[src/rtl/spi_receive_pkg.sv]
// Shared types and constants for the dual-channel SPI ADC receiver.
package spi_receive_pkg;

  localparam int FRAME_BITS  = 16;
  localparam int DATA_W      = 12;
  localparam int DEF_CLK_DIV = 4;
  localparam int BIT_CNT_W   = $clog2(FRAME_BITS + 1);

  typedef enum logic [1:0] {
    IDLE,
    SHIFT,
    QUIET
  } state_e;

  // Width for a counter that must reach n-1; never narrower than one bit.
  function automatic int cnt_w(input int n);
    return (n <= 2) ? 1 : $clog2(n);
  endfunction

endpackage

[src/rtl/spi_receive_shift_in.sv]
// Serial-in shift register for one ADC channel; MSB arrives first.
module spi_shift_in
  import spi_receive_pkg::*;
#(
  parameter int W = FRAME_BITS
) (
  input  logic         clk,
  input  logic         rst,
  input  logic         clr,
  input  logic         en,
  input  logic         sdata,
  output logic [W-1:0] shift
);

  logic [W-1:0] shift_q, shift_d;

  always_comb begin
    shift_d = shift_q;
    if (clr)
      shift_d = '0;
    else if (en)
      shift_d = {shift_q[W-2:0], sdata};
  end

  always_ff @(posedge clk) begin
    if (!rst)
      shift_q <= '0;
    else
      shift_q <= shift_d;
  end

  assign shift = shift_q;

endmodule

[src/rtl/spi_receive.sv]
// Dual-channel SPI master receiver: one shared SCLK/nCS frame, two data lines,
// low DATA_W bits of each 16-bit frame published with a one-cycle done pulse.
module spi_receive
  import spi_receive_pkg::*;
#(
  parameter int CLK_DIV = DEF_CLK_DIV
) (
  input  logic              clk,
  input  logic              rst,
  input  logic              sdata1,
  input  logic              sdata2,
  output logic              sclk,
  output logic              ncs,
  output logic [DATA_W-1:0] data1,
  output logic [DATA_W-1:0] data2,
  input  logic              start,
  output logic              done
);

  localparam int HALF  = CLK_DIV / 2;
  localparam int DIV_W = cnt_w(CLK_DIV);

  state_e                 state_q, state_d;
  logic [DIV_W-1:0]       div_q, div_d;
  logic [BIT_CNT_W-1:0]   bit_q, bit_d;
  logic                   sclk_q, sclk_d;
  logic                   ncs_q, ncs_d;
  logic                   done_q, done_d;
  logic [DATA_W-1:0]      data1_q, data1_d;
  logic [DATA_W-1:0]      data2_q, data2_d;
  logic                   sh_clr, sh_en;
  logic [FRAME_BITS-1:0]  sh1, sh2;
  logic                   unused_hi;

  spi_shift_in #(.W(FRAME_BITS)) u_ch1 (
    .clk   (clk),
    .rst   (rst),
    .clr   (sh_clr),
    .en    (sh_en),
    .sdata (sdata1),
    .shift (sh1)
  );

  spi_shift_in #(.W(FRAME_BITS)) u_ch2 (
    .clk   (clk),
    .rst   (rst),
    .clr   (sh_clr),
    .en    (sh_en),
    .sdata (sdata2),
    .shift (sh2)
  );

  // The leading ADC zero bits are dropped without inspection.
  assign unused_hi = ^{sh1[FRAME_BITS-1:DATA_W], sh2[FRAME_BITS-1:DATA_W]};

  always_comb begin
    state_d = state_q;
    div_d   = div_q;
    bit_d   = bit_q;
    sclk_d  = sclk_q;
    ncs_d   = ncs_q;
    done_d  = 1'b0;
    data1_d = data1_q;
    data2_d = data2_q;
    sh_clr  = 1'b0;
    sh_en   = 1'b0;
    case (state_q)
      IDLE: begin
        ncs_d  = 1'b1;
        sclk_d = 1'b1;
        if (start) begin
          state_d = SHIFT;
          ncs_d   = 1'b0;
          sclk_d  = 1'b0;
          div_d   = '0;
          bit_d   = '0;
          sh_clr  = 1'b1;
        end
      end
      SHIFT: begin
        if (div_q == DIV_W'(HALF - 1)) begin
          div_d = '0;
          if (!sclk_q) begin
            // Rising SCLK: sample both lines while the ADC data is stable.
            sclk_d = 1'b1;
            sh_en  = 1'b1;
            bit_d  = bit_q + 1'b1;
          end else if (bit_q == BIT_CNT_W'(FRAME_BITS)) begin
            // Last high phase done: keep SCLK high, release nCS, publish.
            ncs_d   = 1'b1;
            done_d  = 1'b1;
            data1_d = sh1[DATA_W-1:0];
            data2_d = sh2[DATA_W-1:0];
            state_d = QUIET;
          end else begin
            sclk_d = 1'b0;
          end
        end else begin
          div_d = div_q + 1'b1;
        end
      end
      QUIET: begin
        if (div_q == DIV_W'(CLK_DIV - 1)) begin
          div_d   = '0;
          state_d = IDLE;
        end else begin
          div_d = div_q + 1'b1;
        end
      end
      default: begin
        state_d = IDLE;
        ncs_d   = 1'b1;
        sclk_d  = 1'b1;
      end
    endcase
  end

  always_ff @(posedge clk) begin
    if (!rst) begin
      state_q <= IDLE;
      div_q   <= '0;
      bit_q   <= '0;
      sclk_q  <= 1'b1;
      ncs_q   <= 1'b1;
      done_q  <= 1'b0;
      data1_q <= '0;
      data2_q <= '0;
    end else begin
      state_q <= state_d;
      div_q   <= div_d;
      bit_q   <= bit_d;
      sclk_q  <= sclk_d;
      ncs_q   <= ncs_d;
      done_q  <= done_d;
      data1_q <= data1_d;
      data2_q <= data2_d;
    end
  end

  assign sclk  = sclk_q;
  assign ncs   = ncs_q;
  assign done  = done_q;
  assign data1 = data1_q;
  assign data2 = data2_q;

endmodule

[config.mk]
export PLATFORM = sky130hd
export DESIGN_NAME = spi_receive
export DESIGN_NICKNAME = d
export VERILOG_FILES = /design/src/rtl/spi_receive_pkg.sv /design/src/rtl/spi_receive_shift_in.sv /design/src/rtl/spi_receive.sv
export SDC_FILE = /design/constraint.sdc
export NUM_CORES = 1
export LEC_CHECK = 0
export ABC_AREA = 1
export BUFFER_PORTS_ARGS = -buffer_cell sky130_fd_sc_hd__buf_2
export CAP_MARGIN = 0
export CORE_ASPECT_RATIO = 0.9
export CORE_MARGIN = 10
export CORE_UTILIZATION = 35
export CTS_CLUSTER_DIAMETER = 80
export DETAILED_ROUTE_END_ITERATION = 10
export HOLD_SLACK_MARGIN = 0.08
export PLACE_DENSITY = 0.59
export SLEW_MARGIN = 5
export SYNTH_ARGS = -nofsm -noshare
export SYNTH_HDL_FRONTEND = slang
export SYNTH_SLANG_ARGS = --single-unit
[constraint.sdc]
create_clock -name clk -period 2.3 [get_ports clk]
set_input_delay 0.345 -clock clk [delete_from_list [all_inputs] [get_ports clk]]
set_output_delay 0.345 -clock clk [all_outputs]
set_load 0.005 [all_outputs]
==> run summary <==
The repair_antennas step left the layout with diodes totalling 0. The category of the worst setup path launch point was a register. After detailed routing, the number of vias per cell comes to 4.90. The critical path goes through inv_1, ha_1, buf_4, buf_4, nand3_1, buf_4, nand2_1, a21oi_1. The standby leakage power is 1.19 nW, and the number of register bits inferred by synthesis is 60. met2 is the most crowded layer. The worst hold path was traced through 3 stages. For the worst setup path, the data arrival time is 2010 ps. The run gives 32 as the number of top-level design ports. After synthesis, the most frequently instantiated cells are sky130_fd_sc_hd__dfxtp_1, sky130_fd_sc_hd__nor2_1, sky130_fd_sc_hd__nand2_1, sky130_fd_sc_hd__a21oi_1, sky130_fd_sc_hd__nand4_1. From left edge to right edge, the die measures 110 µm.

Global routing consumed, over all layers together, 11.4% of the routing resources. Sequential cell fraction of total power: 40.9%. The cell depth of the worst flop-to-flop path was 8. Of all nets on the critical path, the largest fanout is 21. Before antenna repair, the detailed router went through 4 iterations. In this run the critical register-to-register path is captured at u_ch2.shift[6]. The post-route netlist has 17.1% of its cells at a drive strength greater than 1. The worst register-to-register path has a setup slack of 500 ps. The area growth from synthesis to layout is 16.7%. The mean instance size in the synthesized netlist was 7.70 µm²; the average wire per standard cell was 12.7 µm. The worst register-to-register path begins at state_q[1]. The largest individual stage delay along the critical path comes from the cell sky130_fd_sc_hd__dfxtp_1.

CTS placed an instance of sky130_fd_sc_hd__clkbuf_8 at the clock tree root. Setup violations remaining at the end of the flow were counted as 0. For met3 alone, demand over resource in global routing was 4.92%.

For this run, design rule violations remaining after detail routing come to 0. For this run, the slowest stage of the critical path takes 320 ps. The worst setup path is captured at a register. Entering global routing, the biggest net connects 27 pins. The number of nets handed over by synthesis was 344. The analysis attributes to net switching a power of 0.901 mW. The core region is 7040 µm². The met2 capacity usage during global routing came out at 17.4%. The internal portion of the total power is 1.87 mW.

Estimated wirelength of the detail-placed design: 3790 µm. The run finished with clean final reports. After synthesis, the cell types taking the most area are sky130_fd_sc_hd__dfxtp_1, sky130_fd_sc_hd__nor2_1, sky130_fd_sc_hd__nand2_1, sky130_fd_sc_hd__nand4_1, sky130_fd_sc_hd__a21oi_1. Start-to-end type of the worst setup path: register to register.

Library cell occupying the most area in the post-synthesis netlist: sky130_fd_sc_hd__dfxtp_1. The final critical path takes up 78.2% of the cycle. The clock tree synthesis step divided the H-tree into 3 levels. The share of the synthesized area in the top cell type works out to 47.4%. The count of fill cells added during filler insertion is 770. Global routing used 13.4% of the available met1 tracks. The clock latency at the later pin of the worst-skew pair came out at 340 ps. The tools report the total clock buffers created by CTS as 9. The proportion of total power due to net switching works out to 32.6%. Setup repair after global routing left no endpoint under its margin. The number of DRC markers after the initial detailed-route iteration was 135.

The count of pins over their slew limit came out at 0. Sequential elements use 47.4% of the synthesized area. The first global-routing pass estimated 10100 µm of wire.

Buffers placed on the I/O ports in this run total 31. The number of synthesized flops with an enable pin came out at 0. The tools report the via count of the first global-routing pass as 2186. In this run the tightest slew margin relative to its limit is 70.6%. The worst-case IR drop observed on VDD is 0.526 mV.

In this run the worst setup path terminates at u_ch2.shift[6]. TritonCTS built the clock tree. The number of antenna violations at the first check in global routing was 0. Once the clock tree was built, the resizer swapped 0 gates to a different size. The die is 101 µm tall. The actual transition at the worst max-transition pin works out to 441 ps. In the final design database the tool counted 373 nets. The count of mapped cells out of synthesis was 329; the residual antenna-violating net count after detailed routing was 0.

Hold repair after CTS inserted 0 buffers. The total overflow left after global routing is 0. The die covers 11100 µm². After synthesis, the share of flip-flops with an asynchronous set or reset is 0%. Timing would allow up to 556 MHz.

For this block, the routed nets add up to 5790 µm of wire. For the maximum clock insertion buffer count, the log shows 2. Clock-pin slew was measured on the worst setup and hold paths at 60 ps. The run gives 0 as the count of final hold-check violations. Counting I/O delays and the setup requirement, the final critical path takes 1800 ps. CTS saw 60 sinks. Buffers added to address setup during post-CTS repair amount to 0. The flip-flop cell with the highest count after synthesis was sky130_fd_sc_hd__dfxtp_1.

Total of max-cap violations: 0. The smallest hold slack was 300 ps; the data required time of the critical path was 2510 ps. The tools report the launching instance or port of the critical path as state_q[1]. By instance count, the cell type seen most on the critical path is sky130_fd_sc_hd__buf_4. Per report_power, the clock group accounts for 35.9% of the total. For this design the ratio of total power to cell area is 936 nW/µm². Yosys printed 0 warnings. The number of distinct standard cells referenced by the synthesized netlist is 25. The sum of negative setup slack is 0 ps.

At the end of routability-driven placement, the weighted congestion stood at 0.780. The worst hold path class was input pin to register. The synthesized netlist occupies a cell area of 2530 µm². For this configuration, the core starts out at a cell density of 36.0%. The completed layout was analyzed and its total power is 2.77 mW. The tools report the number of placement rows as 29.

Between clock sinks in the finished design, the worst skew comes to 6.62 ps. The logs give 23.2% for the proportion of power drawn by combinational gates and 2230 for the overall via count from detail_route.
-- how the worst min path moves through the flow --
stage               startpoint         endpoint  slack [ps]
6_report                sdata2   u_ch2.shift[0]         300
5_1_grt                 sdata2   u_ch2.shift[0]         290
4_1_cts                 sdata2   u_ch2.shift[0]         290
3_5_place_dp               ncs              ncs         450
3_3_place_gp   u_ch2.shift[11]  u_ch2.shift[11]         450
2_1_floorplan  u_ch1.shift[11]  u_ch1.shift[11]         440
-- routing by layer --
metal  part of all wire (%)  vias up
li1                       -     1154
met4                    1.5        0
met1                     46     1013
met3                    7.1        7
met2                     46       56
met5                      0        -
-- flip-flops by register name (all words and copies together), names as in the netlist, 2 cells and up --
name / cells
bit_q: 5
data1: 12
data2: 12
div_q: 2
state_q: 2
u_ch1.shift: 12
u_ch2.shift: 12
-- cell type report --
cell class / count / area, µm² / area share [%]
clock inverter: 5 / 77.6 / 2.62
timing repair buffer: 38 / 208 / 7.02
tap: 93 / 116 / 3.93
clock buffer: 10 / 128 / 4.31
multi-input combinational: 227 / 1140 / 38.7
sequential: 60 / 1200 / 40.6
inverter: 22 / 83.8 / 2.83
-- power groups by stage --
| stage | Clock (mW) | Combinational [mW] | Sequential (mW) |
|---|---|---|---|
| final | 0.994 | 0.643 | 1.13 |
| after global routing | 1.07 | 0.741 | 1.14 |
| after CTS | 1.03 | 0.642 | 1.13 |
| after detailed placement | 0 | 0.636 | 1.15 |
| after global placement | 0 | 0.632 | 1.15 |
| after floorplan | 0 | 0.487 | 1.15 |
-- logic make-up after synthesis --
| family | synth area share, % |
|---|---|
| flops | 47.4 |
| simple gates | 26.9 |
| compound gates | 13.0 |
| fa+ha+maj | 4.94 |
| buf+inv | 7.45 |
| xor+xnor | 0.346 |
-- critical path, delay by kind of cell (launching register included) --
kind / cells / cell delay, ps
AOI/OAI and AO/OA: 1 / 60
DFF: 1 / 320
buffers and inverters: 4 / 900
adders and majority gates: 1 / 210
and+or+nand+nor: 2 / 190
-- through the flow --
step,instance area [µm²],setup slack (ps),instances,util [%]
after floorplan,2530,867,329,-
after global placement,2750,564,440,39.1
after detailed placement,2750,514,440,39.1
after CTS,2960,502,455,42.0
after global routing,2960,319,455,42.0
final,2960,501,455,42.0
-- cells in the final DEF, fill, tap and decap left out, types with 9 or more instances in the layout --
master and count:
sky130_fd_sc_hd__nor2_1 60, sky130_fd_sc_hd__dfxtp_1 60, sky130_fd_sc_hd__nand2_1 49, sky130_fd_sc_hd__a21oi_1 31
sky130_fd_sc_hd__buf_2 31, sky130_fd_sc_hd__nand4_1 28, sky130_fd_sc_hd__o21ai_0 20, sky130_fd_sc_hd__inv_1 18
sky130_fd_sc_hd__nand3_1 11, sky130_fd_sc_hd__o21ai_1 10, sky130_fd_sc_hd__ha_1 10, sky130_fd_sc_hd__clkbuf_8 9
Note: power is estimated with default switching activity, not from simulation.
